**src/rtl/pe_output_writeback_pkg.sv**
```systemverilog
// Shared definitions for the PE output writeback block.
// Holds the frame FSM state type and the default sizing constants that the
// writeback top and its FIFO use for their parameter defaults.
package pe_output_writeback_pkg;

  typedef enum logic [1:0] {
    ST_IDLE  = 2'd0,
    ST_RUN   = 2'd1,
    ST_FLUSH = 2'd2,
    ST_DONE  = 2'd3
  } wb_state_t;

  localparam int unsigned DEF_DATA_WIDTH      = 32;
  localparam int unsigned DEF_PE_GROUP_SIZE   = 4;
  localparam int unsigned DEF_PE_ADDR_WIDTH   = 2;
  localparam int unsigned DEF_TILE_COUNT      = 4;
  localparam int unsigned DEF_TILE_CNT_WIDTH  = 2;
  localparam int unsigned DEF_FIFO_DEPTH      = 4;
  localparam int unsigned DEF_FIFO_ADDR_WIDTH = 2;
  localparam int unsigned DEF_MEM_ADDR_WIDTH  = 10;
  localparam int unsigned DEF_ROW_STRIDE      = 16;

endpackage

```
**src/rtl/pe_output_writeback_fifo.sv**
```systemverilog
// Synchronous first-word-fall-through FIFO between the PE-group result
// stream and the output SRAM write port.
//  clk, aclr          clock, asynchronous active-low reset
//  push, wr_data      enqueue request and word (ignored while full)
//  pop                dequeue request (ignored while empty)
//  rd_data            head word, valid whenever empty=0
//  full, empty, count occupancy status
module pe_output_writeback_fifo
  import pe_output_writeback_pkg::*;
#(
  parameter int unsigned DataWidth     = DEF_DATA_WIDTH,
  parameter int unsigned FifoDepth     = DEF_FIFO_DEPTH,
  parameter int unsigned FifoAddrWidth = DEF_FIFO_ADDR_WIDTH
) (
  input  logic                   clk,
  input  logic                   aclr,
  input  logic                   push,
  input  logic [DataWidth-1:0]   wr_data,
  input  logic                   pop,
  output logic [DataWidth-1:0]   rd_data,
  output logic                   full,
  output logic                   empty,
  output logic [FifoAddrWidth:0] count
);

  logic [DataWidth-1:0]     mem [FifoDepth];
  logic [FifoAddrWidth-1:0] wr_ptr;
  logic [FifoAddrWidth-1:0] rd_ptr;
  logic                     do_push;
  logic                     do_pop;

  assign full    = (count == (FifoAddrWidth+1)'(FifoDepth));
  assign empty   = (count == '0);
  assign do_push = push && !full;
  assign do_pop  = pop && !empty;
  assign rd_data = mem[rd_ptr];

  function automatic logic [FifoAddrWidth-1:0] next_ptr(input logic [FifoAddrWidth-1:0] p);
    return (p == FifoAddrWidth'(FifoDepth - 1)) ? '0 : p + 1'b1;
  endfunction

  // Storage needs no reset: the head is only consumed while empty=0.
  always_ff @(posedge clk) begin
    if (do_push) mem[wr_ptr] <= wr_data;
  end

  always_ff @(posedge clk or negedge aclr) begin
    if (!aclr) begin
      wr_ptr <= '0;
      rd_ptr <= '0;
      count  <= '0;
    end else begin
      if (do_push) wr_ptr <= next_ptr(wr_ptr);
      if (do_pop)  rd_ptr <= next_ptr(rd_ptr);
      unique case ({do_push, do_pop})
        2'b10:   count <= count + 1'b1;
        2'b01:   count <= count - 1'b1;
        default: ;
      endcase
    end
  end

endmodule

```
**src/rtl/pe_output_writeback.sv**
```systemverilog
// PE output writeback: accepts one frame of serialized accumulator words from
// the PE group, buffers them in a small FIFO and writes each to the output SRAM
// at BaseAddr + ch*RowStride + tile (channel-major within a tile).
//  clk, aclr                        clock, asynchronous active-low reset
//  Start, BaseAddr                  frame start (IDLE only) and frame base address
//  DataInValid, DataInRdy, DataIn   result stream from the PE group
//  MemWrEn, MemWrRdy                SRAM write handshake
//  MemWrAddr, MemWrData             SRAM write address / data
//  Busy                             frame in progress (RUN or FLUSH)
//  Done                             one-cycle pulse at frame completion
module pe_output_writeback
  import pe_output_writeback_pkg::*;
#(
  parameter int unsigned DataWidth      = DEF_DATA_WIDTH,
  parameter int unsigned O_PEGroupSize  = DEF_PE_GROUP_SIZE,
  parameter int unsigned O_PEAddrWidth  = DEF_PE_ADDR_WIDTH,
  parameter int unsigned TileCount      = DEF_TILE_COUNT,
  parameter int unsigned TileCountWidth = DEF_TILE_CNT_WIDTH,
  parameter int unsigned FifoDepth      = DEF_FIFO_DEPTH,
  parameter int unsigned FifoAddrWidth  = DEF_FIFO_ADDR_WIDTH,
  parameter int unsigned MemAddrWidth   = DEF_MEM_ADDR_WIDTH,
  parameter int unsigned RowStride      = DEF_ROW_STRIDE
) (
  input  logic                    clk,
  input  logic                    aclr,
  input  logic                    Start,
  input  logic [MemAddrWidth-1:0] BaseAddr,
  input  logic                    DataInValid,
  output logic                    DataInRdy,
  input  logic [DataWidth-1:0]    DataIn,
  output logic                    MemWrEn,
  input  logic                    MemWrRdy,
  output logic [MemAddrWidth-1:0] MemWrAddr,
  output logic [DataWidth-1:0]    MemWrData,
  output logic                    Busy,
  output logic                    Done
);

  localparam int unsigned WordsPerFrame = TileCount * O_PEGroupSize;
  localparam int unsigned InCntWidth    = $clog2(WordsPerFrame + 1);

  wb_state_t                  state;
  logic [InCntWidth-1:0]      in_cnt;
  logic [O_PEAddrWidth-1:0]   ch;
  logic [TileCountWidth-1:0]  tile;
  logic [MemAddrWidth-1:0]    base_addr;

  logic                       fifo_full;
  logic                       fifo_empty;
  logic [FifoAddrWidth:0]     fifo_count;
  logic [DataWidth-1:0]       fifo_head;

  logic                       writing;
  logic                       accept;
  logic                       last_accept;
  logic                       wr_fire;
  logic                       last_write;

  assign writing     = (state == ST_RUN) || (state == ST_FLUSH);
  // Input closes by leaving RUN once the frame's last word is taken.
  assign DataInRdy   = (state == ST_RUN) && !fifo_full;
  assign accept      = DataInValid && DataInRdy;
  assign last_accept = accept && (in_cnt == InCntWidth'(WordsPerFrame - 1));

  assign MemWrEn     = writing && !fifo_empty;
  assign wr_fire     = MemWrEn && MemWrRdy;
  assign MemWrData   = MemWrEn ? fifo_head : '0;
  assign MemWrAddr   = base_addr
                     + MemAddrWidth'(ch) * MemAddrWidth'(RowStride)
                     + MemAddrWidth'(tile);

  assign Busy        = writing;
  assign Done        = (state == ST_DONE);

  // Leave FLUSH on the edge that retires the final buffered word, so DONE
  // coincides with the first cycle the FIFO is empty.
  assign last_write  = fifo_empty
                     || (wr_fire && (fifo_count == {{FifoAddrWidth{1'b0}}, 1'b1}));

  pe_output_writeback_fifo #(
    .DataWidth     (DataWidth),
    .FifoDepth     (FifoDepth),
    .FifoAddrWidth (FifoAddrWidth)
  ) u_fifo (
    .clk     (clk),
    .aclr    (aclr),
    .push    (accept),
    .wr_data (DataIn),
    .pop     (wr_fire),
    .rd_data (fifo_head),
    .full    (fifo_full),
    .empty   (fifo_empty),
    .count   (fifo_count)
  );

  always_ff @(posedge clk or negedge aclr) begin
    if (!aclr) begin
      state     <= ST_IDLE;
      in_cnt    <= '0;
      ch        <= '0;
      tile      <= '0;
      base_addr <= '0;
    end else begin
      unique case (state)
        ST_IDLE: begin
          if (Start) begin
            state     <= ST_RUN;
            base_addr <= BaseAddr;
            in_cnt    <= '0;
            ch        <= '0;
            tile      <= '0;
          end
        end
        ST_RUN: begin
          if (accept)      in_cnt <= in_cnt + 1'b1;
          if (last_accept) state  <= ST_FLUSH;
        end
        ST_FLUSH: begin
          if (last_write) state <= ST_DONE;
        end
        ST_DONE: state <= ST_IDLE;
        default: state <= ST_IDLE;
      endcase

      if (wr_fire) begin
        if (ch == O_PEAddrWidth'(O_PEGroupSize - 1)) begin
          ch   <= '0;
          tile <= (tile == TileCountWidth'(TileCount - 1)) ? '0 : tile + 1'b1;
        end else begin
          ch <= ch + 1'b1;
        end
      end
    end
  end

endmodule

```
**config.mk**
```make
export PLATFORM = sky130hd
export DESIGN_NAME = pe_output_writeback
export DESIGN_NICKNAME = d
export VERILOG_FILES = /design/src/rtl/pe_output_writeback_pkg.sv /design/src/rtl/pe_output_writeback_fifo.sv /design/src/rtl/pe_output_writeback.sv
export SDC_FILE = /design/constraint.sdc
export NUM_CORES = 1
export LEC_CHECK = 0
export ABC_AREA = 1
export CORE_UTILIZATION = 50
export CTS_BUF_LIST = sky130_fd_sc_hd__clkbuf_4 sky130_fd_sc_hd__clkbuf_8 sky130_fd_sc_hd__clkbuf_16
export CTS_CLUSTER_SIZE = 40
export DETAILED_ROUTE_END_ITERATION = 8
export PLACE_DENSITY = 0.74
export SLEW_MARGIN = 40
export SYNTH_ARGS = -nofsm -noshare
export SYNTH_HDL_FRONTEND = slang
export SYNTH_SLANG_ARGS = --single-unit
```
**constraint.sdc**
```tcl
create_clock -name clk -period 3.4 [get_ports clk]
set_input_delay 0.51 -clock clk [delete_from_list [all_inputs] [get_ports clk]]
set_output_delay 0.51 -clock clk [all_outputs]
set_load 0.01 [all_outputs]
```
==> flow_results.org <==
** Global routing
- Entering global routing, the biggest net connects 34 pins.
- Wire length of the first global-routing pass :: 23.3 mm
- Number of global-route vias before repair :: 4773
- Remaining global-route overflow :: 0
- Global routing consumed, over all layers together, 21.9% of the routing resources.
- The number of antenna violations at the first check in global routing came to 0.

** Clock network
- Number of buffers on the longest clock path :: 2
- Once the clock tree was built, the resizer swapped 0 gates to a different size.
- Sink Count :: 156
- In this run, CTS created clock tree buffers numbering 17.
- Clock slew seen by the registers of the worst setup and hold paths :: 60 ps
- The H-tree generated during clock tree synthesis spans 4 levels.
- In this run the post-CTS setup repair buffer count came out at 0.
- Root buffer cell :: sky130_fd_sc_hd__clkbuf_16
- Clock tree from TritonCTS :: built
- # hold bufs at CTS :: 0
- The clock reaches the later pin of the worst-skew pair after 420 ps.

** Final layout
- 0 antenna diodes ended up in the layout.
- After filler insertion, the fill cell instance count of the layout stands at 1007.
- In the final layout, the share of cells above drive strength 1 is 9.99%.
- The area growth from synthesis to layout is 26.1%.
- At the end of the flow the core is filled with cells to 64.6%.
- Number of nets in the final layout :: 758

** STA
- Max Clock Skew :: 5.19 ps
- Number of pins exceeding their max-slew limit in the final report :: 0
- Top achievable clock speed :: 317 MHz
- Post-route worst hold slack :: 470 ps
- Final period util :: 92.9%
- Setup TNS Final :: 0 ps
- Setup repair after global routing left no endpoint under its margin.
- Measured against its own limit, the worst slew margin works out to 56.2%.
- At the pin with the least slew margin, the transition time is 655 ps.
- The number of failing hold endpoints at the final stage came to 0.
- Subtracting the final worst setup slack from the clock period gives 3160 ps.
- Final setup viols :: 0

** Routing
- For this block, the initial DRC count from the detailed router was 311.
- Vias per cell :: 5.26
- In the routed design, unresolved DRC markers number 0.
- Pre-Repair DR Iteration Count :: 5
- Final routed wirelength across all metal layers :: 14.4 mm
- Number of routed nets with antenna violations :: 0
- The detailed router placed 4614 vias in this run.
- In the final routed layout, each cell accounts on average for 16.4 µm.

** Synthesis
- The synthesized design contains 128 enable-type register cells.
- Synth Flop Type :: sky130_fd_sc_hd__edfxtp_1
- Area share of the largest cell type after synthesis :: 56.6%
- Number of nets produced by synthesis :: 659
- For this run, asynchronously set or reset flops after synthesis account for 17.9%.
- The Yosys step of the flow raised 0 warnings.
- Average footprint of a synthesized cell :: 11.5 µm²
- Cell type with the largest total area after synthesis :: sky130_fd_sc_hd__edfxtp_1
- Share of synthesized area occupied by flip-flops and latches :: 66.9%
- In this run, synthesis produced a sequential element count of 156.
- The most common cell in the synthesized netlist is sky130_fd_sc_hd__nor2_1.
- By count the netlist is led by 149 x sky130_fd_sc_hd__nor2_1, 128 x sky130_fd_sc_hd__edfxtp_1, 52 x sky130_fd_sc_hd__o21ai_0.
- Summing every instance area after synthesis gives 6790 µm².
- The cell count after synthesis came out at 589.
- Counting distinct cell types in the post-synthesis netlist gives 31.
- By area the synthesized netlist is led by sky130_fd_sc_hd__edfxtp_1 57%, sky130_fd_sc_hd__dfrtp_1 10%, sky130_fd_sc_hd__nor2_1 8.2%, sky130_fd_sc_hd__ha_1 4.1%, sky130_fd_sc_hd__o21ai_0 3.8%.

** Run status
- The flow ran to the end, and the final reports show no timing, DRC or antenna violations.

** Floorplan
- The floorplan step set the die height to 119 µm.
- Floorplan die area :: 14000 µm²
- For this configuration, the core starts out at a cell density of 51.3%.
- Standard-cell rows :: 42
- Floorplan die width :: 119 µm
- Top-level I/O count :: 93
- Area of the core :: 13200 µm²

** Power
- The internal portion of the total power is 5.11 mW.
- Part of the power in registers :: 32.9%
- The share of total power dissipated in the clock network is 25.7%.
- The share of total power dissipated in combinational logic is 41.4%.
- For this design the ratio of total power to cell area is 916 nW/µm².
- In this run switching power makes up 34.8% of total power.
- VDD sags by at most 0.822 mV.
- For this design the static power due to leakage is 3.21 nW.
- In this run the power spent charging and discharging nets is 2.73 mW.

** Critical path
- Worst setup slack for register-to-register paths :: 1070 ps
- In this run the worst path has a maximum fanout of 4.
- The number of cells on the worst reg-to-reg path is 9.
- Critical Path Source Type :: flip-flop
- Data on the critical path is required at its endpoint by 2890 ps.
- Class of the most critical setup path :: flip-flop to output port
- Following the worst setup path forward leads to its endpoint at MemWrAddr[8].
- The most critical setup path has its startpoint at tile[0].
- The endpoint identified for the worst register-to-register timing path is u_fifo.count[2].
- Nature of the critical path endpoint :: output port
- Critical R2R Launch :: state[0]
- STA puts the critical path data arrival time at 2650 ps.

** Placement
- The count of buffers added on input and output ports is 92.
- Estimated wirelength of the detail-placed design :: 9.01 mm
- GPL Wtd Cong :: 0.818

** Hold path
- The worst hold path belongs to the class input port to async pin.

** Job
- Number of max-capacitance violations reported :: 0
[per-layer routing]
layer / track usage (%) / part of all wire [%]
met4: 9.65 / 2.2
met3: 4.87 / 4.8
met1: 26.7 / 43
met2: 37.4 / 50
met5: 0 / 0
[stage by stage]
stage,power [mW],std cells,area (µm²),setup slack (ps)
2_1_floorplan,4.48,589,6790,658
4_1_cts,7.90,877,8560,210
5_1_grt,8.31,877,8560,56.2
3_5_place_dp,5.87,845,7920,715
6_report,7.84,877,8560,242
3_3_place_gp,5.76,845,7920,769
[layout make-up]
type                       count  area, µm²  area share [%]
timing repair buffer         107       1050            12.2
inverter                      33        124            1.45
clock inverter                 8        140            1.64
sequential                   156       4550            53.1
multi-input combinational    373       1990            23.2
tap                          176        220            2.57
clock buffer                  24        497            5.80
[cells in the final DEF, fill, tap and decap left out]
master                            instances
sky130_fd_sc_hd__nand3_1                 14
sky130_fd_sc_hd__a21boi_1                 1
sky130_fd_sc_hd__edfxtp_1               128
sky130_fd_sc_hd__or2_2                    1
sky130_fd_sc_hd__clkinv_2                 4
sky130_fd_sc_hd__clkdlybuf4s50_1         92
sky130_fd_sc_hd__nand3_4                  1
sky130_fd_sc_hd__clkbuf_8                 3
sky130_fd_sc_hd__nand2_4                  2
sky130_fd_sc_hd__o31ai_2                  1
sky130_fd_sc_hd__inv_2                    3
sky130_fd_sc_hd__nor2_4                   4
sky130_fd_sc_hd__dfrtp_2                  1
sky130_fd_sc_hd__nor2_8                   1
sky130_fd_sc_hd__nor2_1                 145
sky130_fd_sc_hd__o211ai_1                 1
sky130_fd_sc_hd__xor2_1                   6
sky130_fd_sc_hd__o21ai_0                 52
sky130_fd_sc_hd__buf_12                   1
sky130_fd_sc_hd__nand2_2                  1
sky130_fd_sc_hd__bufinv_16                4
sky130_fd_sc_hd__nand3b_1                 2
sky130_fd_sc_hd__a21oi_1                 42
sky130_fd_sc_hd__o21ai_1                 22
sky130_fd_sc_hd__dfrtp_1                 27
sky130_fd_sc_hd__clkbuf_16               17
sky130_fd_sc_hd__buf_4                   14
sky130_fd_sc_hd__nand2_1                 40
sky130_fd_sc_hd__fa_1                     1
sky130_fd_sc_hd__ha_1                    22
sky130_fd_sc_hd__o21ai_2                  1
sky130_fd_sc_hd__xnor2_1                  4
sky130_fd_sc_hd__clkbuf_4                 4
sky130_fd_sc_hd__inv_1                   30
sky130_fd_sc_hd__mux2_2                   7
sky130_fd_sc_hd__nand4_1                  2
[registers in the layout (all words and copies together) (netlist names)]
register and flops:
u_fifo.mem 128, tile 2, u_fifo.wr_ptr 2, in_cnt 5, u_fifo.rd_ptr 2, u_fifo.count 3
base_addr 10, ch 2, state 2
[cell families (layout without fill, tap and decap cells)]
logic type / count (synthesis) / after routing / synth area share [%]
and+or+nand+nor: 213 / 213 / 13.0
DFF: 156 / 156 / 66.9
AOI/OAI and AO/OA: 120 / 120 / 9.09
buffers and inverters: 60 / 172 / 4.20
adders and majority gates: 23 / 23 / 4.35
xor gates and xnor gates: 10 / 10 / 1.29
muxes: 7 / 7 / 1.16
[worst max-delay path: stages, from the launching register on]
cell	delay, ps
sky130_fd_sc_hd__dfrtp_1	410
sky130_fd_sc_hd__ha_1	190
sky130_fd_sc_hd__inv_1	50
sky130_fd_sc_hd__fa_1	400
sky130_fd_sc_hd__nor2_1	160
sky130_fd_sc_hd__nand2_1	100
sky130_fd_sc_hd__o21ai_1	210
sky130_fd_sc_hd__nand4_1	110
sky130_fd_sc_hd__nand2_1	80
sky130_fd_sc_hd__clkdlybuf4s50_1	530
[worst min path at each step]
stage / endpoint / cells past startpoint / slack, ps
global placement: base_addr[0] / 1 / 490
floorplan: base_addr[0] / 0 / 210
CTS: in_cnt[1] / 2 / 480
detailed placement: base_addr[4] / 1 / 520
finish: u_fifo.wr_ptr[1] / 2 / 470
global route: ch[0] / 2 / 520
[power groups by stage]
stage                     sequential (mW)  combinational, mW  clock [mW]
final                                2.58               3.25        2.01
after global routing                 2.62               3.58        2.11
after CTS                            2.58               3.28        2.04
after detailed placement             2.62               3.25           0
after global placement               2.59               3.16           0
after floorplan                      2.52               1.97           0
No activity file was read; power rests on OpenSTA's default activity.
